File: config.mk
export PLATFORM = sky130hd
export DESIGN_NAME = mc_controller_ext
export DESIGN_NICKNAME = d
export VERILOG_FILES = /design/src/rtl/mc_controller_ext.sv
export SDC_FILE = /design/constraint.sdc
export NUM_CORES = 1
export LEC_CHECK = 0
export BUFFER_PORTS_ARGS = -buffer_cell sky130_fd_sc_hd__clkbuf_2
export CAP_MARGIN = 20
export CORE_ASPECT_RATIO = 0.9
export CORE_MARGIN = 5
export CORE_UTILIZATION = 45
export DETAILED_ROUTE_END_ITERATION = 7
export PLACE_DENSITY = 0.78
export SETUP_SLACK_MARGIN = 0.5
export SLEW_MARGIN = 20
export SYNTH_ARGS = -nofsm -noshare
export SYNTH_HDL_FRONTEND = slang
export SYNTH_SLANG_ARGS = --single-unit
File: constraint.sdc
create_clock -name clk -period 1.7 [get_ports clk]
set_clock_uncertainty 0.05 [all_clocks]
set_input_delay 0.34 -clock clk [delete_from_list [all_inputs] [get_ports clk]]
set_output_delay 0.34 -clock clk [all_outputs]
set_load 0.02 [all_outputs]
File: src/rtl/mc_controller_ext.sv
`timescale 1ns/1ps
// Multi-cycle MIPS-style main controller with branch-not-equal, jumps, immediate ALU ops,
// an illegal-encoding trap and a retired-instruction counter.
module mc_controller_ext #(
    parameter int CNT_W   = 16,
    parameter bit TRAP_EN = 1'b1
) (
    input  logic             clk,
    input  logic             rst,
    input  logic [5:0]       opcode,
    input  logic [5:0]       func,
    input  logic             mem_ready,
    output logic             reg_write,
    output logic             ir_write,
    output logic             l_or_d,
    output logic             alusrcA,
    output logic             pc_write,
    output logic             pc_write_cond,
    output logic             branch_ne,
    output logic             ext_zero,
    output logic             mem_read,
    output logic             mem_write,
    output logic             trap,
    output logic [1:0]       reg_dst,
    output logic [1:0]       reg_wdst,
    output logic [1:0]       alusrcB,
    output logic [1:0]       pc_src,
    output logic [2:0]       alu_op,
    output logic [CNT_W-1:0] instr_count,
    output logic [3:0]       state
);

    typedef enum logic [3:0] {
        S_FETCH  = 4'd0,
        S_DECODE = 4'd1,
        S_MADDR  = 4'd2,
        S_MRD    = 4'd3,
        S_MWB    = 4'd4,
        S_MWR    = 4'd5,
        S_REXE   = 4'd6,
        S_RWB    = 4'd7,
        S_BEQ    = 4'd8,
        S_BNE    = 4'd9,
        S_J      = 4'd10,
        S_JAL    = 4'd11,
        S_JR     = 4'd12,
        S_IEXE   = 4'd13,
        S_IWB    = 4'd14,
        S_TRAP   = 4'd15
    } state_t;

    localparam logic [5:0] OP_RTYPE = 6'b000000;
    localparam logic [5:0] OP_LW    = 6'b100011;
    localparam logic [5:0] OP_SW    = 6'b101011;
    localparam logic [5:0] OP_BEQ   = 6'b000100;
    localparam logic [5:0] OP_BNE   = 6'b000101;
    localparam logic [5:0] OP_J     = 6'b000010;
    localparam logic [5:0] OP_JAL   = 6'b000011;
    localparam logic [5:0] OP_JR    = 6'b000110;
    localparam logic [5:0] OP_ADDIU = 6'b001001;
    localparam logic [5:0] OP_SLTI  = 6'b001010;
    localparam logic [5:0] OP_ANDI  = 6'b001100;
    localparam logic [5:0] OP_ORI   = 6'b001101;

    localparam logic [5:0] FN_ADD = 6'b100000;
    localparam logic [5:0] FN_SUB = 6'b100011;
    localparam logic [5:0] FN_AND = 6'b100100;
    localparam logic [5:0] FN_OR  = 6'b100101;
    localparam logic [5:0] FN_SLT = 6'b101010;

    localparam logic [2:0] ALU_ADD = 3'b010;
    localparam logic [2:0] ALU_SUB = 3'b110;
    localparam logic [2:0] ALU_AND = 3'b000;
    localparam logic [2:0] ALU_OR  = 3'b001;
    localparam logic [2:0] ALU_SLT = 3'b111;

    state_t           state_r;
    logic [CNT_W-1:0] count_r;

    function automatic logic rfunc_legal(input logic [5:0] fn);
        case (fn)
            FN_ADD, FN_SUB, FN_AND, FN_OR, FN_SLT: return 1'b1;
            default:                               return 1'b0;
        endcase
    endfunction

    // Illegal encodings either trap or silently fall back to the next fetch.
    function automatic state_t decode_next(input logic [5:0] op, input logic [5:0] fn);
        state_t illegal_s;
        if (TRAP_EN) begin
            illegal_s = S_TRAP;
        end else begin
            illegal_s = S_FETCH;
        end
        case (op)
            OP_RTYPE: begin
                if (rfunc_legal(fn)) begin
                    return S_REXE;
                end else begin
                    return illegal_s;
                end
            end
            OP_LW, OP_SW:                        return S_MADDR;
            OP_BEQ:                              return S_BEQ;
            OP_BNE:                              return S_BNE;
            OP_J:                                return S_J;
            OP_JAL:                              return S_JAL;
            OP_JR:                               return S_JR;
            OP_ADDIU, OP_SLTI, OP_ANDI, OP_ORI:  return S_IEXE;
            default:                             return illegal_s;
        endcase
    endfunction

    function automatic logic [2:0] rtype_alu(input logic [5:0] fn);
        case (fn)
            FN_ADD:  return ALU_ADD;
            FN_SUB:  return ALU_SUB;
            FN_AND:  return ALU_AND;
            FN_OR:   return ALU_OR;
            FN_SLT:  return ALU_SLT;
            default: return ALU_AND;
        endcase
    endfunction

    function automatic logic [2:0] imm_alu(input logic [5:0] op);
        case (op)
            OP_ADDIU: return ALU_ADD;
            OP_SLTI:  return ALU_SLT;
            OP_ANDI:  return ALU_AND;
            OP_ORI:   return ALU_OR;
            default:  return ALU_AND;
        endcase
    endfunction

    // State sequencing and retirement counting; every return to FETCH except the NOP path retires.
    always_ff @(posedge clk) begin
        if (!rst) begin
            state_r <= S_FETCH;
            count_r <= '0;
        end else begin
            case (state_r)
                S_FETCH: begin
                    if (mem_ready) begin
                        state_r <= S_DECODE;
                    end
                end
                S_DECODE: state_r <= decode_next(opcode, func);
                S_MADDR: begin
                    if (opcode == OP_LW) begin
                        state_r <= S_MRD;
                    end else begin
                        state_r <= S_MWR;
                    end
                end
                S_MRD: begin
                    if (mem_ready) begin
                        state_r <= S_MWB;
                    end
                end
                S_MWR: begin
                    if (mem_ready) begin
                        state_r <= S_FETCH;
                        count_r <= count_r + CNT_W'(1);
                    end
                end
                S_REXE: state_r <= S_RWB;
                S_IEXE: state_r <= S_IWB;
                S_MWB, S_RWB, S_BEQ, S_BNE, S_J, S_JAL, S_JR, S_IWB: begin
                    state_r <= S_FETCH;
                    count_r <= count_r + CNT_W'(1);
                end
                S_TRAP:  state_r <= S_TRAP;
                default: state_r <= S_FETCH;
            endcase
        end
    end

    // Control outputs decoded from the present state; anything not driven by a state stays 0.
    always_comb begin
        reg_write     = 1'b0;
        ir_write      = 1'b0;
        l_or_d        = 1'b0;
        alusrcA       = 1'b0;
        pc_write      = 1'b0;
        pc_write_cond = 1'b0;
        branch_ne     = 1'b0;
        ext_zero      = 1'b0;
        mem_read      = 1'b0;
        mem_write     = 1'b0;
        trap          = 1'b0;
        reg_dst       = 2'b00;
        reg_wdst      = 2'b00;
        alusrcB       = 2'b00;
        pc_src        = 2'b00;
        alu_op        = ALU_AND;
        case (state_r)
            S_FETCH: begin
                mem_read = 1'b1;
                alusrcB  = 2'b01;
                alu_op   = ALU_ADD;
                if (mem_ready) begin
                    ir_write = 1'b1;
                    pc_write = 1'b1;
                end else begin
                    ir_write = 1'b0;
                    pc_write = 1'b0;
                end
            end
            S_DECODE: begin
                alusrcB = 2'b11;
                alu_op  = ALU_ADD;
            end
            S_MADDR: begin
                alusrcA = 1'b1;
                alusrcB = 2'b10;
                alu_op  = ALU_ADD;
            end
            S_MRD: begin
                mem_read = 1'b1;
                l_or_d   = 1'b1;
            end
            S_MWB: begin
                reg_write = 1'b1;
                reg_wdst  = 2'b01;
            end
            S_MWR: begin
                mem_write = 1'b1;
                l_or_d    = 1'b1;
            end
            S_REXE: begin
                alusrcA = 1'b1;
                alu_op  = rtype_alu(func);
            end
            S_RWB: begin
                reg_write = 1'b1;
                reg_dst   = 2'b01;
            end
            S_BEQ, S_BNE: begin
                alusrcA       = 1'b1;
                alu_op        = ALU_SUB;
                pc_write_cond = 1'b1;
                pc_src        = 2'b10;
                branch_ne     = (state_r == S_BNE);
            end
            S_J: begin
                pc_write = 1'b1;
                pc_src   = 2'b01;
            end
            S_JAL: begin
                pc_write  = 1'b1;
                pc_src    = 2'b01;
                reg_write = 1'b1;
                reg_dst   = 2'b10;
                reg_wdst  = 2'b10;
            end
            S_JR: begin
                pc_write = 1'b1;
                pc_src   = 2'b11;
            end
            S_IEXE: begin
                alusrcA  = 1'b1;
                alusrcB  = 2'b10;
                alu_op   = imm_alu(opcode);
                ext_zero = (opcode == OP_ANDI) || (opcode == OP_ORI);
            end
            S_IWB: begin
                reg_write = 1'b1;
            end
            S_TRAP: begin
                trap = 1'b1;
            end
            default: begin
                trap = 1'b0;
            end
        endcase
    end

    assign instr_count = count_r;
    assign state       = state_r;

endmodule

==> summary.md, run 1 <==
| Metric | Value |
|---|---|
| Synth Cell Area | between 0.0015 and 0.002 mm^2 |
| Clk buf depth | 2 |
| Largest net degree at the start of global routing | 23 |
| Worst Endpoint after GRT Repair | alu_op[1] |
| Starting Density | 0.470 |
| Synth top area cells | dfxtp_1, o21ai_0, nor2_1 |
| Rows | 20 |
| Stop err | [ERROR DPL-0038] Utilization greater than 100%, impossible to legalize |
| Worst EP Category | output port |
| CTS Buf Count | 3 |
| Die Wd | 73.1 um |
| Number of synthesized flops with an enable pin | 0 |
| CTS Hold Bufs | 0 |
| DP Worst Slack | 0.0315 ns |
| Post-synth top cells | dfxtp_1, o21ai_0, nor2_1 |
| Top-Level Pins | 57 |
| DP HPWL | between 3 and 4 mm |
| Post-synthesis average cell area | 7.16 um^2 |
| Ys async rst share | 0 |
| Status | aborted with a tool error |
| Synth top area share | 0.248 |
| RD Place Congestion | 0.826 |
| Synth Instances | around 230 |
| Synthesized Nets | 241 |
| Sink Count | 20 |
| Distinct cells, synth | 51 |
| Clock Root Buffer | clkbuf_8 |
| Chip Height | 66.8 um |
| H-tree depth | 1 |
| Ys Warns | 0 |
| Sequential cell area fraction in the yosys report | 0.248 |
| Synth Register Bits | 20 |
| Exit stage | 5_1_grt |
| Biggest area consumer among synthesized cells | dfxtp_1 |
| Placed instance count | 337 |
| PortBufs | 56 |
| Main synth FF type | dfxtp_1 |
[kinds of logic after synthesis]
family / Yosys count / share of synthesized area
AOI/OAI and AO/OA: 65 / 0.262
buffers and inverters: 22 / 0.0582
xor gates and xnor gates: 9 / 0.0489
adders and majority gates: 1 / 0.00776
and+or+nand+nor: 107 / 0.368
muxes: 1 / 0.00621
DFF: 20 / 0.248
[repair_timing]
| action | CTS |
|---|---|
| pin swaps | 18 |
| setup endpoints to repair | 53 |
| resized for setup | 123 |
| buffers inserted | 25 |
| cloned | 1 |
[stage by stage]
step	setup TNS (ns)	area, um^2	hold WS (ns)
floorplan	-0.123	1920	0.436
global placement	0	2320	0.406
detailed placement	0	2320	0.417
CTS	-1.14	3050	0.428
==> inputs of run 2 (changes only) <==
--- a/config.mk
+++ b/config.mk
@@ -7,12 +7,10 @@
 export LEC_CHECK = 0
 export BUFFER_PORTS_ARGS = -buffer_cell sky130_fd_sc_hd__clkbuf_2
 export CAP_MARGIN = 20
-export CORE_ASPECT_RATIO = 0.9
 export CORE_MARGIN = 5
-export CORE_UTILIZATION = 45
+export CORE_UTILIZATION = 40
 export DETAILED_ROUTE_END_ITERATION = 7
-export PLACE_DENSITY = 0.78
-export SETUP_SLACK_MARGIN = 0.5
+export PLACE_DENSITY_LB_ADDON = 0.15
 export SLEW_MARGIN = 20
 export SYNTH_ARGS = -nofsm -noshare
 export SYNTH_HDL_FRONTEND = slang
==> constraint.sdc (replaced) <==
create_clock -name clk -period 2.2 [get_ports clk]
set_clock_uncertainty 0.05 [all_clocks]
set_input_delay 0.44 -clock clk [delete_from_list [all_inputs] [get_ports clk]]
set_output_delay 0.44 -clock clk [all_outputs]
set_load 0.02 [all_outputs]
==> summary.md, run 2 <==
| Metric | Value |
|---|---|
| WL final | slightly above 4 mm |
| Lkg Pwr | 0.835 nW |
| Pre-Repair DR Iteration Count | 4 |
| Starting Density | 0.409 |
| Status | completed |
| Highest-count cells in the layout ignoring fill and taps | clkbuf_2, o21ai_0, nor2_1 |
| CTS Buf Count | 3 |
| Commonest non-fill, non-tap cell in the layout | clkbuf_2 |
| Crit path launch | state[1] |
| Nets | 296 |
| H-tree depth | 1 |
| Worst vdd ir | approximately 0.00035 V |
| Worst hold-check path type | reg -> reg |
| DRC | 0 |
| Clock Root Buffer | clkbuf_8 |
| Worst setup EP type | primary output |
| Fin crit share | 0.940 |
| ANT cells | 0 |
| Clk_lat worst skew | 0.25 ns |
| Initial DRC Count | 88 |
| Die Area | around 0.0054 mm^2 |
| Die Wd | approximately 73 um |
| Max reg flops | 16 |
| Fraction of layout cells with a size suffix above 1 | 0.288 |
| Synth top area cells | dfxtp_1, o21ai_0, nor2_1 |
| Largest net degree at the start of global routing | 23 |
| Post-synthesis average cell area | 7.16 um^2 |
| Number of synthesized flops with an enable pin | 0 |
| Post-synth top cells | dfxtp_1, o21ai_0, nor2_1 |
| Fillcell total | 409 |
| Worst relative slew slack | 0.718 |
| Number of antenna-violating nets in the routed design | 0 |
| Crit path time final | between 2 and 2.5 ns |
| MaxCap Viol Count | 0 |
| Vias post-DR | 1738 |
| Ys Warns | 0 |
| Total Power Consumption | 0.00121 W |
| TritonCTS clock tree | built |
| First-pass GRT wire length | roughly 7 mm |
| RSZ-0062 raised after global routing | false |
| Initial antenna violation count | 0 |
| Distinct cells, synth | a little over 50 |
| Sequential cell area fraction in the yosys report | 0.248 |
| Final hold violations | 0 |
| PortBufs | between 50 and 60 |
| Kind of critical path | reg -> out |
| Biggest area consumer among synthesized cells | dfxtp_1 |
| Ys async rst share | 0 |
| Placed instance count | around 330 |
| End of the critical path | alu_op[2] |
| Synth Cell Area | 0.00161 mm^2 |
| R2r setup slk | approximately 0.37 ns |
| Max-slew violation total from the final report | 0 |
| Area Overhead vs Synth | 25.2% |
| Highest clock rate | 0.483 GHz |
| R2r worst-path depth | 5 |
| RD Place Congestion | 0.808 |
| Synth Instances | 225 |
| Synth Register Bits | 20 |
| Pwr Density | 599 mW/mm^2 |
| DP HPWL | 3.21 mm |
| Chip Height | roughly 73 um |
| Vias/cell | between 5 and 6 |
| Top-Level Pins | 57 |
| Synthesized Nets | 241 |
| Clk buf depth | 2 |
| Synth top area share | 0.248 |
| Rows | 23 |
| Sink Count | 20 |
| Main synth FF type | dfxtp_1 |
| Crit Path Max Fanout | 12 |
| Worst-Margin Slew | 0.413 ns |
| Setup crit start kind | flip-flop |
| Vias in the first global route | 1536 |
| Critical Path RT | 1.71 ns |
| Worst r2r src | state[1] |
| Reg clk slew, reported paths | 0.07 ns |
| Hold_ws | 0.436 ns |
| Routed len/inst | between 10 and 15 um |
| Worst reg2reg path endpoint | instr_count[13] |
| Finished Layout Cells | 328 |
| Core area | 0.00394 mm^2 |
| Arr. time, crit path | 1.58 ns |
| GR Overflow Total | 0 |
| Gr usage total | 0.155 |
| Count of final setup violators | 0 |
-- run 2: cell counts after synthesis --
No cell type changed its count.
-- run 2: area by class of cell --
cell class | count | area (um^2) | area share
inverter | 8 | 30.0 | 0.0149
timing repair buffer | 64 | 340 | 0.169
clock buffer | 3 | 41.3 | 0.0205
sequential | 20 | 405 | 0.201
tap | 50 | 62.6 | 0.0310
multi-input combinational | 183 | 1140 | 0.564
-- run 2: layer usage --
metal / wire length (um) / share of wire / GRT usage / vias up
met5: 0 / 0 / 0 / -
met4: 17 / 0.0042 / 0.0181 / 0
met3: 190 / 0.046 / 0.0342 / 2
met2: 1780 / 0.43 / 0.233 / 39
met1: 2100 / 0.51 / 0.231 / 780
li1: - / - / - / 917
-- run 2: cell families after synthesis --
family,Yosys count,share of synthesized area
xor gates and xnor gates,9,0.0489
and+or+nand+nor,107,0.368
adders and majority gates,1,0.00776
muxes,1,0.00621
AOI/OAI and AO/OA,65,0.262
buffers and inverters,22,0.0582
DFF,20,0.248
-- run 2: metrics by stage --
step                      setup TNS (ns)  instance area, um^2  setup slack [ns]  utilization
final                                  0                 2020             0.131        0.512
after global routing                   0                 2020            0.0149        0.512
after CTS                              0                 2000            0.0115        0.507
after detailed placement               0                 1960             0.235        0.496
after global placement                 0                 1960             0.279        0.496
after floorplan                   -0.142                 1620            -0.142            -
-- run 2: repair_timing --
action	CTS	global route
resized for setup	1	6
hold buffers	0	0
setup buffers	0	0
endpoints found under the setup margin	2	5
-- run 2: power breakdown --
| group | internal [W] | total (W) | leakage, nW | switching (W) |
|---|---|---|---|---|
| combinational | 0.000213 | 0.000562 | 0.651 | 0.000348 |
| sequential | 0.000384 | 0.000416 | 0.163 | 0.0000315 |
| clock | 0.000122 | 0.000231 | 0.0216 | 0.000109 |
| total | 0.000719 | 0.00121 | 0.835 | 0.000489 |
-- run 2: worst min-delay path by stage --
stage / to / startpoint / depth (start not counted) / slack (ns)
finish: instr_count[5] / instr_count[5] / 2 / 0.44
floorplan: instr_count[5] / instr_count[5] / 2 / 0.50
CTS: instr_count[5] / instr_count[5] / 2 / 0.44
detailed placement: instr_count[5] / instr_count[5] / 2 / 0.43
global route: instr_count[13] / instr_count[13] / 2 / 0.48
global placement: instr_count[15] / instr_count[15] / 2 / 0.43
-- run 2: critical path, stage by stage, from the launching register on --
cell and delay [ns]:
dfxtp_2 0.39, nand2b_4 0.17, nor2_1 0.11, nand3_1 0.15, o311ai_1 0.29, buf_2 0.21
No activity file was read; power rests on OpenSTA's default activity.
==> inputs of run 3 (changes only) <==
--- a/config.mk
+++ b/config.mk
@@ -10,7 +10,7 @@
 export CORE_MARGIN = 5
 export CORE_UTILIZATION = 40
 export DETAILED_ROUTE_END_ITERATION = 7
-export PLACE_DENSITY_LB_ADDON = 0.15
+export PLACE_DENSITY_LB_ADDON = 0.08
 export SLEW_MARGIN = 20
 export SYNTH_ARGS = -nofsm -noshare
 export SYNTH_HDL_FRONTEND = slang
==> summary.md, run 3 (synthesis results as in run 2) <==
| Metric | Value |
|---|---|
| Pwr Density | 614 mW/mm^2 |
| Clock Root Buffer | clkbuf_8 |
| First-pass GRT wire length | approximately 6.9 mm |
| Commonest non-fill, non-tap cell in the layout | clkbuf_2 |
| Fraction of layout cells with a size suffix above 1 | 0.304 |
| Pre-Repair DR Iteration Count | 4 |
| Crit Path Max Fanout | 6 |
| Count of final setup violators | 0 |
| Initial antenna violation count | 0 |
| Reg clk slew, reported paths | approximately 0.07 ns |
| Starting Density | 0.409 |
| Fillcell total | 416 |
| TritonCTS clock tree | built |
| Max reg flops | 16 |
| Setup crit start kind | flip-flop |
| Kind of critical path | reg -> out |
| Worst relative slew slack | 0.738 |
| Max-slew violation total from the final report | 0 |
| WL final | between 4 and 5 mm |
| Vias post-DR | about 1800 |
| Highest-count cells in the layout ignoring fill and taps | clkbuf_2, o21ai_0, nor2_1 |
| Status | completed |
| PortBufs | 56 |
| R2r setup slk | 0.34 ns |
| Rows | 23 |
| MaxCap Viol Count | 0 |
| Worst-Margin Slew | 0.383 ns |
| Nets | 300 |
| DP Worst Slack | 0.203 ns |
| Routed len/inst | 12.6 um |
| Sink Count | 20 |
| Sequential Area | about 410 um^2 |
| Setup WS post-layout | 0.141 ns |
| Vias/cell | approximately 5.3 |
| Worst hold-check path type | reg -> reg |
| Clk buf depth | 2 |
| Critical Path RT | 1.71 ns |
| Fin crit share | 0.936 |
| RD Place Congestion | 0.774 |
| Initial DRC Count | 93 |
| Core area | between 0.003 and 0.004 mm^2 |
| Vias in the first global route | 1554 |
| Chip Height | approximately 73 um |
| Arr. time, crit path | 1.57 ns |
| DP HPWL | about 3.3 mm |
| Die Wd | 73.5 um |
| DRC | 0 |
| Non-Filler Cell Area, Final | 0.00206 mm^2 |
| H-tree depth | 1 |
| ANT cells | 0 |
| Post-CTS Setup Bufs | 0 |
| Highest clock rate | 0.486 GHz |
| GR Overflow Total | 0 |
| Placed instance count | 329 |
| Largest net degree at the start of global routing | 23 |
| Number of antenna-violating nets in the routed design | 0 |
| Die Area | 0.00540 mm^2 |
| RSZ-0062 raised after global routing | false |
| Total Power Consumption | 0.00126 W |
| Clk_lat worst skew | 0.26 ns |
| Worst setup EP type | primary output |
| Area Overhead vs Synth | 27.7% |
| Worst vdd ir | about 0.00033 V |
| CTS Hold Bufs | 0 |
| Top-Level Pins | 57 |
| Hold_ws | 0.435 ns |
| Final hold violations | 0 |
| Lkg Pwr | 0.858 nW |
| Crit path time final | 2.06 ns |
| Placed instance area | 0.00199 mm^2 |
| Finished Layout Cells | between 300 and 400 |
| Area of the multi-input gates | 0.00113 mm^2 |
| Gr usage total | 0.158 |
| CTS Buf Count | 3 |
==> run 3: timing repair <==
| item | in CTS | in global routing |
|---|---|---|
| endpoints found under the setup margin | 3 | 4 |
| gates resized for setup | 1 | 7 |
| pin swaps | 0 | 1 |
| gates cloned | 0 | 0 |
==> run 3: report_power, final <==
group          total, W  switching, W  leakage [nW]  internal (W)
Combinational  0.000558      0.000339         0.666      0.000219
Clock          0.000277      0.000118        0.0288      0.000159
Sequential     0.000428     0.0000423         0.164      0.000386
Total           0.00126      0.000499         0.858      0.000764
==> run 3: area by class of cell <==
class / instances / share of cell area
multi-input combinational: 183 / 0.550
sequential: 20 / 0.198
timing repair buffer: 68 / 0.180
tap: 50 / 0.0304
clock buffer: 4 / 0.0267
inverter: 8 / 0.0146
==> run 3: layer usage <==
layer  vias to the layer above  global-route usage  share of wire
li1                        922                   -              -
met1                       810               0.228           0.50
met2                        38               0.233           0.43
met3                         2              0.0451          0.065
met4                         0              0.0282         0.0036
met5                         -                   0              0
==> run 3: worst max-delay path, cell delays in order, from the launching register on <==
cell and delay, ns:
dfxtp_2 0.40, inv_1 0.11, or3_1 0.35, a21boi_1 0.17, or2_2 0.13, clkbuf_2 0.16
==> run 3: worst paths after layout <==
path | startpoint | end | cells past startpoint
hold reg to reg | instr_count[5] | instr_count[5] | 2
setup / recovery | state[2] | pc_write | 5
hold / removal | instr_count[5] | instr_count[5] | 2
setup reg to reg | state[0] | instr_count[13] | 5
==> run 3: through the flow <==
step	util	TNS, ns
floorplan	-	-0.142
global placement	0.504	0
detailed placement	0.504	0
CTS	0.518	0
global route	0.522	0
finish	0.522	0
